### config.mk
export PLATFORM = sky130hd
export DESIGN_NAME = readout_addr_pattern_gen_flat
export DESIGN_NICKNAME = d
export VERILOG_FILES = /design/src/rtl/readout_addr_pattern_gen_pkg.sv /design/src/rtl/readout_addr_pattern_gen_if.sv /design/src/rtl/readout_addr_pattern_gen_tdc_pattern_lfsr.sv /design/src/rtl/readout_addr_pattern_gen.sv /design/src/flat_wrapper.sv
export SDC_FILE = /design/constraint.sdc
export NUM_CORES = 1
export LEC_CHECK = 0
export BUFFER_PORTS_ARGS = -buffer_cell sky130_fd_sc_hd__buf_4
export CAP_MARGIN = 10
export CORE_ASPECT_RATIO = 1.25
export CORE_UTILIZATION = 50
export DETAILED_ROUTE_END_ITERATION = 8
export PLACE_DENSITY = 0.74
export SETUP_SLACK_MARGIN = 0.1
export SLEW_MARGIN = 40
export SYNTH_ARGS = -nofsm -noshare
export SYNTH_HDL_FRONTEND = slang
export SYNTH_HIERARCHICAL = 1
export SYNTH_SLANG_ARGS = --single-unit
### constraint.sdc
create_clock -name clk -period 3.1 [get_ports clk]
set_input_delay 0.465 -clock clk [delete_from_list [all_inputs] [get_ports clk]]
set_output_delay 0.465 -clock clk [all_outputs]
set_load 0.005 [all_outputs]
### src/rtl/readout_addr_pattern_gen_pkg.sv
`default_nettype none
// ============================================================================
// Module  : readout_pkg
// Purpose : Shared widths, LFSR tap mask and TDC word layout for the
//           readout address / test-pattern block.
// Rev     : 1.0  initial release
// ============================================================================
package readout_pkg;

  localparam int unsigned c_CB_AW  = 9;
  localparam int unsigned c_L1_AW  = 7;

  localparam int unsigned c_TOA_W  = 10;
  localparam int unsigned c_TOT_W  = 9;
  localparam int unsigned c_CAL_W  = 10;
  localparam int unsigned c_TDC_W  = c_TOA_W + c_TOT_W + c_CAL_W + 1;

  // Taps 32,22,2,1 expressed as a mask over bit indices 31,21,1,0
  localparam logic [31:0] c_LFSR_TAPS = 32'h8020_0003;

  typedef struct packed {
    logic [c_TOA_W-1:0] toa;
    logic [c_TOT_W-1:0] tot;
    logic [c_CAL_W-1:0] cal;
    logic               hit;
  } tdc_word_t;

  // One Fibonacci step: shift left, XOR of tapped bits enters at bit 0
  function automatic logic [31:0] lfsr_step(input logic [31:0] s);
    return {s[30:0], ^(s & c_LFSR_TAPS)};
  endfunction

endpackage
`default_nettype wire

### src/rtl/readout_addr_pattern_gen_if.sv
`default_nettype none
// ============================================================================
// Module  : readout_addr_pattern_gen_if
// Purpose : L1-buffer request/status bundle between the readout core
//           (master) and the address manager (slave).
// Rev     : 1.0  initial release
// ============================================================================
interface readout_addr_pattern_gen_if
  import readout_pkg::*;
#(
  parameter int unsigned L1_AW = c_L1_AW
) ();

  logic             l1_wr_en;
  logic             l1_rd_en;
  logic [L1_AW-1:0] l1_word_cnt;
  logic [L1_AW-1:0] l1_wr_addr;
  logic [L1_AW-1:0] l1_rd_addr;
  logic             l1_empty;
  logic             l1_full;
  logic             l1_first_evt;

  modport master (
    output l1_wr_en, l1_rd_en,
    input  l1_word_cnt, l1_wr_addr, l1_rd_addr, l1_empty, l1_full, l1_first_evt
  );

  modport slave (
    input  l1_wr_en, l1_rd_en,
    output l1_word_cnt, l1_wr_addr, l1_rd_addr, l1_empty, l1_full, l1_first_evt
  );

endinterface
`default_nettype wire

### src/rtl/readout_addr_pattern_gen_tdc_pattern_lfsr.sv
`default_nettype none
// ============================================================================
// Module  : tdc_pattern_lfsr
// Purpose : Pseudo-random / counting TDC stimulus generator. Produces one
//           registered TDC word per cycle, gated by an occupancy threshold.
// Rev     : 1.0  initial release
// ============================================================================
module tdc_pattern_lfsr
  import readout_pkg::*;
(
  input  logic      clk,
  input  logic      rst,
  input  logic      i_dis,
  input  logic      i_mode,
  input  logic [8:0] i_latency_l1a,
  input  logic [7:0] i_pixel_id,
  input  logic [6:0] i_occupancy,
  output tdc_word_t o_tdc_word
);

  logic [31:0]        r_lfsr;
  logic [c_TOA_W-1:0] r_cnt;
  tdc_word_t          r_word;
  tdc_word_t          w_word;
  logic               w_hit;

  // Build the candidate word from current state; a miss yields all zeros
  always_comb begin
    w_word = '0;
    w_hit  = (r_lfsr[6:0] < i_occupancy);
    if (w_hit) begin
      w_word.hit = 1'b1;
      if (i_mode) begin
        w_word.toa = r_lfsr[31:22];
        w_word.tot = r_lfsr[21:13];
        w_word.cal = r_lfsr[16:7];
      end else begin
        w_word.toa = r_cnt;
        w_word.tot = r_cnt[c_TOT_W-1:0];
        w_word.cal = {i_pixel_id, 2'b00};
      end
    end
  end

  // Seed is pixel/latency dependent and always has bit 0 set, so never zero;
  // disable freezes both LFSR and counter so the sequence resumes intact
  always_ff @(posedge clk) begin
    if (rst) begin
      r_lfsr <= {i_pixel_id, 6'b0, i_latency_l1a, 9'h001};
      r_cnt  <= '0;
      r_word <= '0;
    end else if (i_dis) begin
      r_word <= '0;
    end else begin
      r_word <= w_word;
      r_lfsr <= lfsr_step(r_lfsr);
      r_cnt  <= r_cnt + c_TOA_W'(1);
    end
  end

  assign o_tdc_word = r_word;

endmodule
`default_nettype wire

### src/rtl/readout_addr_pattern_gen.sv
`default_nettype none
// ============================================================================
// Module  : readout_addr_pattern_gen
// Purpose : Circular-buffer write counter, L1 FIFO address/occupancy manager
//           and TDC test-pattern generator for the pixel readout core.
// Rev     : 1.0  initial release
// ============================================================================
module readout_addr_pattern_gen
  import readout_pkg::*;
#(
  parameter int unsigned CB_AW = c_CB_AW,
  parameter int unsigned L1_AW = c_L1_AW
) (
  input  logic                     clk,
  input  logic                     reset,
  output logic [CB_AW-1:0]         cb_wr_addr,
  readout_addr_pattern_gen_if.slave l1,
  input  logic                     tdc_dis,
  input  logic                     tdc_mode,
  input  logic [8:0]               latency_l1a,
  input  logic [7:0]               pixel_id,
  input  logic [6:0]               occupancy,
  output logic [c_TDC_W-1:0]       tdc_data
);

  // One slot is sacrificed so that count and pointers share the same width
  localparam logic [L1_AW-1:0] c_L1_FULL_CNT = {L1_AW{1'b1}};

  logic [CB_AW-1:0] r_cb_addr;
  logic [L1_AW-1:0] r_wr_addr;
  logic [L1_AW-1:0] r_rd_addr;
  logic [L1_AW-1:0] r_word_cnt;
  logic             r_first_evt;
  logic             w_empty;
  logic             w_full;
  logic             w_push;
  logic             w_pop;
  tdc_word_t        w_tdc_word;

  // Free-running circular-buffer write address, wraps naturally
  always_ff @(posedge clk) begin
    if (reset) r_cb_addr <= '0;
    else       r_cb_addr <= r_cb_addr + CB_AW'(1);
  end

  assign w_empty = (r_word_cnt == '0);
  assign w_full  = (r_word_cnt == c_L1_FULL_CNT);
  assign w_push  = l1.l1_wr_en && !w_full;
  assign w_pop   = l1.l1_rd_en && !w_empty;

  // L1 pointers and occupancy; a push into a full buffer is dropped even
  // when a pop happens the same cycle
  always_ff @(posedge clk) begin
    if (reset) begin
      r_wr_addr   <= '0;
      r_rd_addr   <= '0;
      r_word_cnt  <= '0;
      r_first_evt <= 1'b0;
    end else begin
      if (w_push) r_wr_addr <= r_wr_addr + L1_AW'(1);
      if (w_pop)  r_rd_addr <= r_rd_addr + L1_AW'(1);
      case ({w_push, w_pop})
        2'b10:   r_word_cnt <= r_word_cnt + L1_AW'(1);
        2'b01:   r_word_cnt <= r_word_cnt - L1_AW'(1);
        default: r_word_cnt <= r_word_cnt;
      endcase
      r_first_evt <= w_push && w_empty;
    end
  end

  assign cb_wr_addr      = r_cb_addr;
  assign l1.l1_word_cnt  = r_word_cnt;
  assign l1.l1_wr_addr   = r_wr_addr;
  assign l1.l1_rd_addr   = r_rd_addr;
  assign l1.l1_empty     = w_empty;
  assign l1.l1_full      = w_full;
  assign l1.l1_first_evt = r_first_evt;

  tdc_pattern_lfsr u_tdc (
    .clk           (clk),
    .rst           (reset),
    .i_dis         (tdc_dis),
    .i_mode        (tdc_mode),
    .i_latency_l1a (latency_l1a),
    .i_pixel_id    (pixel_id),
    .i_occupancy   (occupancy),
    .o_tdc_word    (w_tdc_word)
  );

  assign tdc_data = w_tdc_word;

endmodule
`default_nettype wire

### src/flat_wrapper.sv
// flat-port wrapper written by rule: the top's interface ports become plain ports
module readout_addr_pattern_gen_flat import readout_pkg::*;
#(
  parameter int unsigned CB_AW = c_CB_AW,
  parameter int unsigned L1_AW = c_L1_AW
)
  (clk, reset, cb_wr_addr, tdc_dis, tdc_mode, latency_l1a, pixel_id, occupancy, tdc_data, l1_l1_wr_en, l1_l1_rd_en, l1_l1_word_cnt, l1_l1_wr_addr, l1_l1_rd_addr, l1_l1_empty, l1_l1_full, l1_l1_first_evt);
  readout_addr_pattern_gen_if #(.L1_AW(L1_AW)) l1_i ();
  input  logic clk;
  input  logic reset;
  output logic [CB_AW-1:0] cb_wr_addr;
  input  logic tdc_dis;
  input  logic tdc_mode;
  input  logic [8:0] latency_l1a;
  input  logic [7:0] pixel_id;
  input  logic [6:0] occupancy;
  output logic [c_TDC_W-1:0] tdc_data;
  input wire logic [$bits(l1_i.l1_wr_en)-1:0] l1_l1_wr_en;
  input wire logic [$bits(l1_i.l1_rd_en)-1:0] l1_l1_rd_en;
  output wire logic [$bits(l1_i.l1_word_cnt)-1:0] l1_l1_word_cnt;
  output wire logic [$bits(l1_i.l1_wr_addr)-1:0] l1_l1_wr_addr;
  output wire logic [$bits(l1_i.l1_rd_addr)-1:0] l1_l1_rd_addr;
  output wire logic [$bits(l1_i.l1_empty)-1:0] l1_l1_empty;
  output wire logic [$bits(l1_i.l1_full)-1:0] l1_l1_full;
  output wire logic [$bits(l1_i.l1_first_evt)-1:0] l1_l1_first_evt;
  assign l1_i.l1_wr_en = l1_l1_wr_en;
  assign l1_i.l1_rd_en = l1_l1_rd_en;
  assign l1_l1_word_cnt = l1_i.l1_word_cnt;
  assign l1_l1_wr_addr = l1_i.l1_wr_addr;
  assign l1_l1_rd_addr = l1_i.l1_rd_addr;
  assign l1_l1_empty = l1_i.l1_empty;
  assign l1_l1_full = l1_i.l1_full;
  assign l1_l1_first_evt = l1_i.l1_first_evt;
  readout_addr_pattern_gen #(.CB_AW(CB_AW), .L1_AW(L1_AW)) u_core (.clk(clk), .reset(reset), .cb_wr_addr(cb_wr_addr), .l1(l1_i), .tdc_dis(tdc_dis), .tdc_mode(tdc_mode), .latency_l1a(latency_l1a), .pixel_id(pixel_id), .occupancy(occupancy), .tdc_data(tdc_data));
endmodule
# == Word-level counts from Yosys, hierarchy flattened ==
# Cells that the tools add are included.
# word_totals
word_cells,42
in_bits,30
register_bits,103
output_inout_bits,63
# op_classes
addsub,6
eq_ne,4
n_lt_le_gt_ge,1
reduce_logical,11
bitwise,2
mux,5
# ops
operator,count
32-bit 2-to-1 mux,2
32-bit XOR reduction,1
29-bit 2-to-1 mux,1
"7-bit by 1-bit adder with 7-bit output, second input constant",3
7-bit case mux with 2 select lines,1
"10-bit by 1-bit adder with 10-bit output, second input constant",1
"9-bit by 1-bit adder with 9-bit output, second input constant",1
"7-bit equality test, second input constant",1
7-bit zero test,1
7-bit less-than comparator,1
"7-bit by 1-bit subtractor with 7-bit output, second input constant",1
4-bit OR reduction,1
1-bit logical AND,3
3-bit OR reduction,1
"2-bit by 1-bit equality test with 1-bit output, second input constant",1
"2-bit equality test, second input constant",1
1-bit zero test,2
"2-bit inequality test, second input constant",1
1-bit inverter,2
2-bit nonzero test,1
2-bit OR reduction,1
1-bit 2-to-1 mux,1

# == Logic depth before layout (Yosys ltp) ==
# logic_depth
depth_word,5
mapped_depth,11
ltp_nobuf,10

# == By module ==
# Netlist, hierarchy kept.
# by_module_without_submodules
mod,seq_area_each_um2,area_each_um2,instances,cells_per_inst
tdc_pattern_lfsr,1611.5,3025.4,1,293
readout_addr_pattern_gen,620.6,1589.0,1,175

# == Least setup slack after synthesis ==
# OpenSTA, ideal clock, no wires.
# synth_timing
path_type,register to register
start,reg u_core.r_word_cnt[2] (netlist: u_core/l1.l1_word_cnt[2])
end,reg u_core.r_word_cnt[6] (netlist: u_core/l1.l1_word_cnt[6])
period_less_slack_ps,2808
required_ps,2979
arrival_time_ps,2687
setup_ps,121
setup_slack_ps,292
stages_incl_launch_ff,11
path_buffers,1
path_cell_list,dfxtp_1 > or4_4 > buf_6 > o21ai_4 > inv_1 > ha_1 > ha_1 > nor2b_1 > o21a_1 > o211ai_1 > mux2_2
# synth_via
elab_chain_len,5
word_cells_on_any_way,12
# synth_rtl
element,line,rtl
start: declaration,readout_addr_pattern_gen.sv:32,logic [L1_AW-1:0] r_word_cnt;
start signal: assignment,readout_addr_pattern_gen.sv:63,2'b10: r_word_cnt <= r_word_cnt + L1_AW'(1);
start signal: assignment,readout_addr_pattern_gen.sv:64,2'b01: r_word_cnt <= r_word_cnt - L1_AW'(1);
start signal: assignment,readout_addr_pattern_gen.sv:65,default: r_word_cnt <= r_word_cnt;
7-bit zero test *,readout_addr_pattern_gen.sv:46,assign w_empty = (r_word_cnt == '0);
1-bit zero test *,readout_addr_pattern_gen.sv:49,assign w_pop = l1.l1_rd_en && !w_empty;
1-bit logical AND *,readout_addr_pattern_gen.sv:49,
net u_core.w_pop,readout_addr_pattern_gen.sv:37,logic w_pop;
2-bit by 1-bit equality test with 1-bit output / 2-bit equality test (equally long branches),readout_addr_pattern_gen.sv:62,"case ({w_push, w_pop})"
7-bit case mux with 2 select lines / 2-bit nonzero test (equally long branches),-,
# The timed path passes the listed nets; every way through them passes the cells marked *.
# A chain may end at the register's enable or synchronous reset.

# == Final worst setup path ==
# layout_timing
start,reg u_core.r_word_cnt[4] (netlist: u_core/l1.l1_word_cnt[4])
end,reg u_core.r_word_cnt[6] (netlist: u_core/l1.l1_word_cnt[6])
# The elaborated chain is that of the path after synthesis.

==> impl_metrics.toml <==
[outcome]
status = "finished, final reports clean"

[global_routing]
antenna_found_initial = 0
grt_first_pass_wirelength_um = 16400
grt-ovfl-total = 0
grt_max_degree = 61
grt_pass1_vias = 3371
gr-usage-all-layers_pct = 22.3

[job]
maxCapViolations = 0

[floorplanning]
start_util_pct = 52.5
core_mm2 = 0.00880
rows = 38
dieArea_mm2 = 0.00962
pin_count = 93
die_y_um = 109
dieWidth_um = 87.9

[detailed_routing]
viasPerCell = 5.50
drc = 0
dr_total_vias = 3700
routedWlPerCell_um = 15.5
drt-initial-drc-count = 171
wl_um = 10400
drt_pre_antenna_iters = 4
drtAntennaViolNets = 0

[power]
power.density_mw_per_mm2 = 576
p_leak_uw = 0.00239
vdd_drop_max_v = 0.000253
power_frac_clock_pct = 24.7
netSwitchingFraction_pct = 30.9
p_int_uw = 2230
p_seq_share_pct = 48.1
p_total_uw = 3220
combPwrFrac_pct = 27.2
power_switching_uw = 995

[sta]
setup_tns_ns = 0
rsz0062_at_grt = "no"
fin_skew_ns = 0.0139
setup-violations-final = 0
post-route-period-util_pct = 92.0
timing.fmax_ghz = 0.351
relSlewSlack_pct = 62.1
slew_viol_final = 0
hold_viol = 0
fin_crit_ns = 2.85
worst_pin_slew_ns = 0.569

[yosys]
synth-edff-count = 17
syn_area_per_cell_um2 = 9.86
synthesis.nets = 515
synthCells = 468
synth_warnings = 6
synth_ff_type = "dfxtp_1"
ys_types = 50
syn_area_mm2 = 0.00461
synthArstFlopShare_pct = 0
synth_seq_area_share_pct = 48.4
synth_seq_cells = 103

[layout]
fin_nets = 596
antenna_cells = 0
layout_common_cells = "buf_4, dfxtp_1, nor2_1"
drive_gt1_share_pct = 22.6
fill_cells = 760
fin_area_mm2 = 0.00559
final_common_cell = "buf_4"
syn_to_final_growth_pct = 21.2

[clock_tree]
clk_path_buf_depth = 2
path_clk_slew_ns = 0.10
clockRootBuffer = "clkbuf_8"
numClockSinks = 103
cts_tree = "yes"
hold_buffers = 0
htree_num_levels = 3
clk_latency_ns = 0.37
cts_buffers = 9

[setup_path]
r2r-end = "u_core/l1.l1_word_cnt[6]"
critical_path_class = "flop to flop"
critPathSlowestCell = "or4_4"
slowest_delay_ns = 0.60
r2r_start = "u_core/l1.l1_word_cnt[4]"
critPathRequiredTime_ns = 3.36
reg2reg_slack_ns = 0.25
crit_chain = "or4_4 > o21ai_4 > inv_1 > ha_4 > ha_1 > nor2b_1 > o21a_1 > o211ai_1 > mux2_2"
r2r_cells = 9
crit_fanout = 10
cp_data_arrival_time_ns = 3.11
end_kind = "flop"
crit_path_start_kind = "flop"

[min_path]
worstHoldPathType = "input pin to flop"
worstHoldPathCells = 3
hp-start = "latency_l1a[6]"
whs_endpoint = "u_core/u_tdc/r_lfsr[15]"

[placement]
io_buffers = 92
place_congestion = 0.872
dpl.hpwl_um = 7400
postPlaceCellArea_mm2 = 0.00538
## registers in the layout, indices dropped and copies added (netlist names)
register	flops
u_core/u_tdc/r_lfsr	32
u_core/u_tdc/o_tdc_word	30
u_core/u_tdc/r_cnt	10
u_core/cb_wr_addr	9
u_core/l1.l1_rd_addr	7
u_core/l1.l1_word_cnt	7
u_core/l1.l1_wr_addr	7
u_core/l1.l1_first_evt	1
## critical path: cells and delay by family (launching register included)
family / cells / cell delay (ns)
buffers and inverters: 1 / 0.10
and+or+nand+nor: 2 / 0.79
DFF: 1 / 0.36
muxes: 1 / 0.35
adders and majority gates: 2 / 0.53
AOI/OAI and AO/OA: 3 / 0.61
## worst max-delay path by stage
stage	from	to	slack [ns]	depth (start not counted)
3_5_place_dp	u_core/l1.l1_word_cnt[2]	u_core/l1.l1_word_cnt[6]	0.12	9
4_1_cts	u_core/l1.l1_word_cnt[2]	u_core/l1.l1_word_cnt[6]	0.10	9
3_3_place_gp	u_core/l1.l1_word_cnt[2]	u_core/l1.l1_word_cnt[6]	0.21	9
2_1_floorplan	u_core/l1.l1_word_cnt[2]	u_core/l1.l1_word_cnt[6]	0.29	10
5_1_grt	u_core/l1.l1_word_cnt[4]	u_core/l1.l1_word_cnt[6]	0.13	9
6_report	u_core/l1.l1_word_cnt[4]	u_core/l1.l1_word_cnt[6]	0.25	9
## cell type report
type	count	area (um2)	area share, %
repair buffers	99	743	13.3
flip-flops and latches	103	2230	39.9
clock inverters	2	16.3	0.291
multi-input cells	322	2230	39.9
well taps	120	150	2.68
inverters	14	52.6	0.939
clock buffers	13	169	3.02
## synthesized netlist by cell type, types with 3 or more instances
cell	count	share of area (%)
a22o_1	6	1.1
o2111ai_1	6	1.1
xor2_1	19	3.6
o211ai_1	4	0.65
or3_1	7	0.95
inv_1	14	1.1
nor2b_1	16	2.2
and3_1	4	0.54
nand2b_1	12	1.6
nand2_1	20	1.6
nand3_1	9	0.98
buf_1	4	0.33
nor2_1	49	4.0
o21ai_0	20	2.2
dfxtp_1	86	37
edfxtp_1	17	11
nor3_1	4	0.43
mux2i_1	26	5.6
and2_1	3	0.41
a211oi_1	31	5.0
ha_1	16	4.3
clkbuf_1	15	1.2
a21oi_1	32	3.5
buf_2	9	0.98
## metrics by stage
| step | cells | util (%) | hold WS [ns] | setup WS [ns] |
|---|---|---|---|---|
| final | 673 | 63.6 | 0.369 | 0.249 |
| after global routing | 673 | 63.6 | 0.364 | 0.127 |
| after CTS | 672 | 63.3 | 0.351 | 0.104 |
| after detailed placement | 657 | 61.2 | 0.453 | 0.116 |
| after global placement | 657 | 61.2 | 0.442 | 0.213 |
| after floorplan | 468 | - | 0.428 | 0.292 |
## logic make-up after synthesis
family	Yosys count	share of synthesized area, %
buffers and inverters	43	3.90
muxes	28	6.13
and+or+nand+nor	142	16.1
DFF	103	48.4
xor gates and xnor gates	22	4.47
AOI/OAI and AO/OA	113	16.3
adders and majority gates	17	4.77
## routing by layer
layer / wire length (um) / share of wire [%] / GRT usage, %
met1: 4560 / 44 / 27.6
met5: 0 / 0 / 0
met4: 150 / 1.4 / 7.73
met2: 5200 / 50 / 38.4
met3: 532 / 5.1 / 4.50
## timing repair
item / 4_1_cts / 5_1_grt
setup endpoints to repair: 0 / 2
buffers inserted: 0 / 1
gates resized for setup: 0 / 4
## power groups by stage
| stage | logic [uW] | registers [uW] | clock network (uW) |
|---|---|---|---|
| detailed placement | 812 | 1580 | 0 |
| global route | 964 | 1560 | 860 |
| floorplan | 579 | 1560 | 0 |
| global placement | 781 | 1570 | 0 |
| CTS | 811 | 1550 | 811 |
| finish | 876 | 1550 | 795 |
Power figures use the tool's default switching activity.
